**config.mk**
```make
export PLATFORM = sky130hd
export DESIGN_NAME = inst_fetch_queue
export DESIGN_NICKNAME = d
export VERILOG_FILES = /design/src/rtl/fetch_pkg.sv /design/src/rtl/fetch_fifo.sv /design/src/rtl/inst_fetch_queue.sv
export SDC_FILE = /design/constraint.sdc
export NUM_CORES = 1
export LEC_CHECK = 0
export CAP_MARGIN = 30
export CORE_ASPECT_RATIO = 1.1
export CORE_MARGIN = 2
export CORE_UTILIZATION = 40
export DETAILED_ROUTE_END_ITERATION = 7
export DONT_BUFFER_PORTS = 1
export PLACE_DENSITY = 0.64
export SLEW_MARGIN = 20
export SYNTH_ARGS = -nofsm -noshare
export SYNTH_HDL_FRONTEND = slang
export SYNTH_SLANG_ARGS = --single-unit
```
**constraint.sdc**
```tcl
create_clock -name clk -period 6.22 [get_ports clk]
set_input_delay 1.244 -clock clk [delete_from_list [all_inputs] [get_ports clk]]
set_output_delay 1.244 -clock clk [all_outputs]
set_load 0.03 [all_outputs]
```
**src/rtl/fetch_pkg.sv**
```systemverilog
// rtl/fetch_pkg.sv - shared constants and fetch entry layout for the instruction fetch queue
package fetch_pkg;

  localparam int DEPTH_DEFAULT = 4;
  localparam logic [31:0] RESET_PC = 32'h0000_0000;

  // Entry layout: pc in [63:32], instruction in [31:0]
  typedef struct packed {
    logic [31:0] pc;
    logic [31:0] inst;
  } fetch_entry_t;

endpackage

```
**src/rtl/fetch_fifo.sv**
```systemverilog
// rtl/fetch_fifo.sv - synchronous FIFO of fetch entries with push/pop/clear and registered head
module fetch_fifo
  import fetch_pkg::*;
#(
  parameter int DEPTH = DEPTH_DEFAULT,
  parameter int PTR_W = $clog2(DEPTH)
) (
  input  logic         clk,
  input  logic         reset,
  input  logic         clear,
  input  logic         push,
  input  fetch_entry_t pushData,
  input  logic         pop,
  output fetch_entry_t head,
  output logic [PTR_W:0] count
);

  localparam logic [PTR_W:0] FULL = (PTR_W+1)'(DEPTH);

  fetch_entry_t     mem [DEPTH];
  logic [PTR_W-1:0] wrPtr;
  logic [PTR_W-1:0] rdPtr;

  // Storage is zeroed on reset so the head reads 0 until the first push
  always_ff @(posedge clk) begin
    if (reset) begin
      for (int i = 0; i < DEPTH; i++) mem[i] <= '0;
      wrPtr <= '0;
      rdPtr <= '0;
      count <= '0;
    end else if (clear) begin
      wrPtr <= '0;
      rdPtr <= '0;
      count <= '0;
    end else begin
      if (push) begin
        mem[wrPtr] <= pushData;
        wrPtr      <= wrPtr + PTR_W'(1);
      end
      if (pop) rdPtr <= rdPtr + PTR_W'(1);
      case ({push, pop})
        2'b10:   count <= count + (PTR_W+1)'(1);
        2'b01:   count <= count - (PTR_W+1)'(1);
        default: count <= count;
      endcase
    end
  end

  assign head = mem[rdPtr];

  a_no_push_full: assert property (@(posedge clk) disable iff (reset || clear)
    !(push && count == FULL));

endmodule

```
**src/rtl/inst_fetch_queue.sv**
```systemverilog
// rtl/inst_fetch_queue.sv - issues instruction reads, buffers responses with their PCs, flushes on redirect
module inst_fetch_queue
  import fetch_pkg::*;
#(
  parameter int DEPTH = DEPTH_DEFAULT,
  parameter int PTR_W = $clog2(DEPTH)
) (
  input  logic         clk,
  input  logic         reset,
  input  logic [31:0]  pcAddr,
  output logic         pcWre,
  output logic         imemEn,
  output logic [31:0]  imemAddr,
  input  logic [31:0]  imemData,
  input  logic         flush,
  output logic         instValid,
  output logic [31:0]  instData,
  output logic [31:0]  instPc,
  input  logic         instReady,
  output logic [PTR_W:0] count
);

  logic         pending;
  logic [31:0]  pendPc;
  logic         issue;
  logic         push;
  logic         pop;
  logic [PTR_W+1:0] occupancy;
  fetch_entry_t pushData;
  fetch_entry_t head;

  // Reservation counts the in-flight read but ignores same-cycle pops
  assign occupancy = {1'b0, count} + (PTR_W+2)'(pending);
  assign issue     = !reset && !flush && (occupancy < (PTR_W+2)'(DEPTH));

  assign imemEn   = issue;
  assign imemAddr = pcAddr;
  assign pcWre    = reset || flush || issue;

  assign instValid = (count != '0) && !flush && !reset;
  assign pop       = instValid && instReady;
  assign push      = pending && !flush && !reset;

  assign pushData.pc   = pendPc;
  assign pushData.inst = imemData;

  always_ff @(posedge clk) begin
    if (reset) begin
      pending <= 1'b0;
      pendPc  <= RESET_PC;
    end else if (flush) begin
      pending <= 1'b0;
    end else begin
      pending <= issue;
      if (issue) pendPc <= pcAddr;
    end
  end

  fetch_fifo #(
    .DEPTH (DEPTH),
    .PTR_W (PTR_W)
  ) u_fifo (
    .clk      (clk),
    .reset    (reset),
    .clear    (flush),
    .push     (push),
    .pushData (pushData),
    .pop      (pop),
    .head     (head),
    .count    (count)
  );

  assign instData = head.inst;
  assign instPc   = head.pc;

endmodule
```
==> flow_summary_export.csv <==
group,metric,value,unit
status,status,"finished, final reports clean",
layout,finalNonFillerCells,1227,
logic_synthesis,synth_compound_area_share,0.461,%
floorplan,die_area,34000,um^2
clock_tree,cts_inserted_buffers,34,
placed_design,io_buffers,0,
logic_synthesis,seq_area_frac_synth,65.5,%
global_route,busiest_layer,"met2",
setup_path,cp-end-kind,"output pin",
setup_path,worstPathMaxFanout,28,
clock_tree,cts_tree,"done",
clock_tree,hold_buffers,0,
logic_synthesis,synth_xor_area_share,0.336,%
sta,max_slew_margin,52.2,%
placed_design,gp_congestion,0.698,
placed_design,place_inst,1166,
logic_synthesis,avgSynthCellArea,16.1,um^2
routing,drt_iter0_markers,390,
global_route,met2_usage,26.0,%
logic_synthesis,muxShareOfSynthArea,14.6,%
clock_tree,h-tree-depth,2,
sta,setup_viol,0,
global_route,grt_max_degree,68,
logic_synthesis,synth_ff_type,"edfxtp_1",
floorplan,initial_core_util,40.5,%
power,power_density,304,nW/um^2
routing,wl,26000,um
floorplan,io_pins,170,
logic_synthesis,synth_area_leaders,"edfxtp_1 59%, and2_1 12%, mux4_2 11%, dfxtp_1 6.5%, mux2_4 3.2%",
logic_synthesis,synth_top_family_by_area,"simple AND/OR/NAND/NOR gates",
layout,area_growth,10.3,%
global_route,grt_first_pass_wirelength,39400,um
floorplan,fp-row-count,69,
logic_synthesis,async_flop_share,0,%
logic_synthesis,ys_ff_latch,298,
clock_tree,cts_buffer_depth,3,
power,cellLeakagePower,5.15,nW
logic_synthesis,synth_simple_gate_area_share,14.9,%
logic_synthesis,synth_fp_nets,881,
routing,vias,6047,
power,power,4.36,mW
sta,fin_crit_sh,63.1,%
global_route,grt_antenna_before_repair,1,
global_route,grt_overflow,0,
sta,final.setup.worst_slack,2.29,ns
sta,rsz0062_at_grt,"false",
floorplan,core-area,32200,um^2
logic_synthesis,synthTopCellsByCount,"256 x and2_1, 256 x edfxtp_1, 64 x mux4_2",
flow_run,maxCapViolCount,0,
hold_path,hp-class,"reg2reg",
placed_design,place_ws,2.43,ns
sta,maxSlewViolCount,0,
sta,hold_viol,0,
routing,avgRoutedWirePerCell,21.2,um
placed_design,dp_hpwl,14900,um
setup_path,start_kind,"register",
layout,nFillCells,2823,
logic_synthesis,yosysWarnings,0,
sta,finalClockSkew,0.0181,ns
sta,tightest_slew,0.718,ns
global_route,groute.usage.overall,15.4,%
logic_synthesis,synth.largest_area_cell,"edfxtp_1",
routing,post_drt_via_cell_ratio,4.93,
routing,drc,0,
setup_path,worst-setup-path-type,"reg2out",
layout,drive_above_1_share,21.3,%
logic_synthesis,yosysUniqueCellTypes,32,
clock_tree,cts-root-buf,"clkbuf_16",
layout,nets,847,
setup_path,worstPathArrival,2.68,ns
setup_path,required,4.98,ns
sta,holdWs,0.533,ns
global_route,grt_pass1_vias,6340,
power,ir_drop,0.194,mV
sta,post-route-min-period,3.93,ns
logic_synthesis,syn_area,13000,um^2
clock_tree,clk_latency,0.52,ns
clock_tree,path_clk_slew,0.06,ns
clock_tree,cts-resized-gates,0,
sta,fin_tns_setup,0,ns
routing,drt_pass1_iterations,4,
global_route,grt_use_met3,5.56,%
routing,drtAntennaViolNets,0,
sta,max_freq,0.255,GHz
logic_synthesis,netlist.area_leader.share,59.0,%
floorplan,die_h,193,um
clock_tree,cts.sinks,298,
clock_tree,cts_setup_buffers,0,
global_route,use_met1,18.5,%
floorplan,fp.dieW,176,um
logic_synthesis,synthCells,811,
logic_synthesis,synthAdderAreaFrac,0.250,%
logic_synthesis,synth-edff-count,256,
[stage by stage]
step	cell area, um^2	utilization [%]
floorplan	13000	-
global placement	13200	40.9
detailed placement	13300	41.3
CTS	14300	44.6
global route	14400	44.6
finish	14400	44.6
[layout by cell type (no fill, tap or decap), types with 3 or more instances in the layout]
cell / netlist / routed
mux2_2: 4 / 4
nor3b_4: 0 / 3
edfxtp_1: 256 / 256
mux4_2: 64 / 64
buf_4: 32 / 6
buf_12: 0 / 5
and2_1: 256 / 256
xor2_1: 4 / 4
clkinv_1: 0 / 5
dfxtp_1: 42 / 40
nor2_1: 12 / 11
nor2b_1: 32 / 32
mux2_4: 28 / 28
or2_4: 0 / 3
clkbuf_8: 0 / 5
inv_1: 5 / 5
clkbuf_1: 22 / 6
clkbuf_16: 0 / 34
a21oi_1: 3 / 3
[worst paths after layout]
kind                                                    from                         endpoint  slack [ns]  cells after the start
worst max-delay path                                register                     instData[26]        2.29                      3
worst min-delay path            u_fifo.rdPtr[1]$_SDFFE_PP0N_     u_fifo.rdPtr[1]$_SDFFE_PP0N_        0.53                      2
worst max register to register            pending$_SDFF_PP0_  u_fifo.mem[0][22]$_SDFFCE_PN0P_        3.43                      6
worst min register to register  u_fifo.rdPtr[1]$_SDFFE_PP0N_     u_fifo.rdPtr[1]$_SDFFE_PP0N_        0.53                      2
[metal layers]
layer	part of all wire, %	vias to the layer above
met5	0	-
met4	1.9	0
met3	8.5	32
met2	51	140
met1	39	3037
li1	-	2838
[logic make-up (layout without fill, tap and decap cells)]
family | after synthesis | in the layout
xor+xnor | 5 | 5
buf+inv | 89 | 78
compound gates | 9 | 9
fa+ha+maj | 2 | 2
other cells | 0 | 1
simple gates | 312 | 312
mux | 96 | 96
flops | 298 | 298
[area by class of cell]
class	count	area [um^2]	area share, %
Antenna cell	1	2.50	0.0174
Inverter	6	22.5	0.157
Clock buffer	45	942	6.56
Sequential cell	298	8540	59.4
Timing Repair Buffer	13	200	1.39
Clock inverter	14	116	0.810
Multi-Input combinational cell	424	4020	28.0
Tap cell	426	533	3.71
[flip-flops by register name (all words and copies together), names as in the netlist, named ones only]
register      cells
u_fifo.rdPtr      2
pending           1
u_fifo.wrPtr      2
u_fifo.mem      256
u_fifo.count      3
pendPc           32
[report_power, final]
group | total (mW) | switching, mW | internal (mW) | leakage (nW)
logic | 0.201 | 0.127 | 0.0747 | 1.65
clock network | 1.87 | 0.762 | 1.11 | 0.512
registers | 2.29 | 0.0363 | 2.25 | 2.99
[critical path, cell delays in order, from the launching register on]
cell,delay (ns)
dfxtp_4,0.75
buf_12,0.28
buf_4,0.40
mux4_2,0.70
No activity file was read; power rests on OpenSTA's default activity.
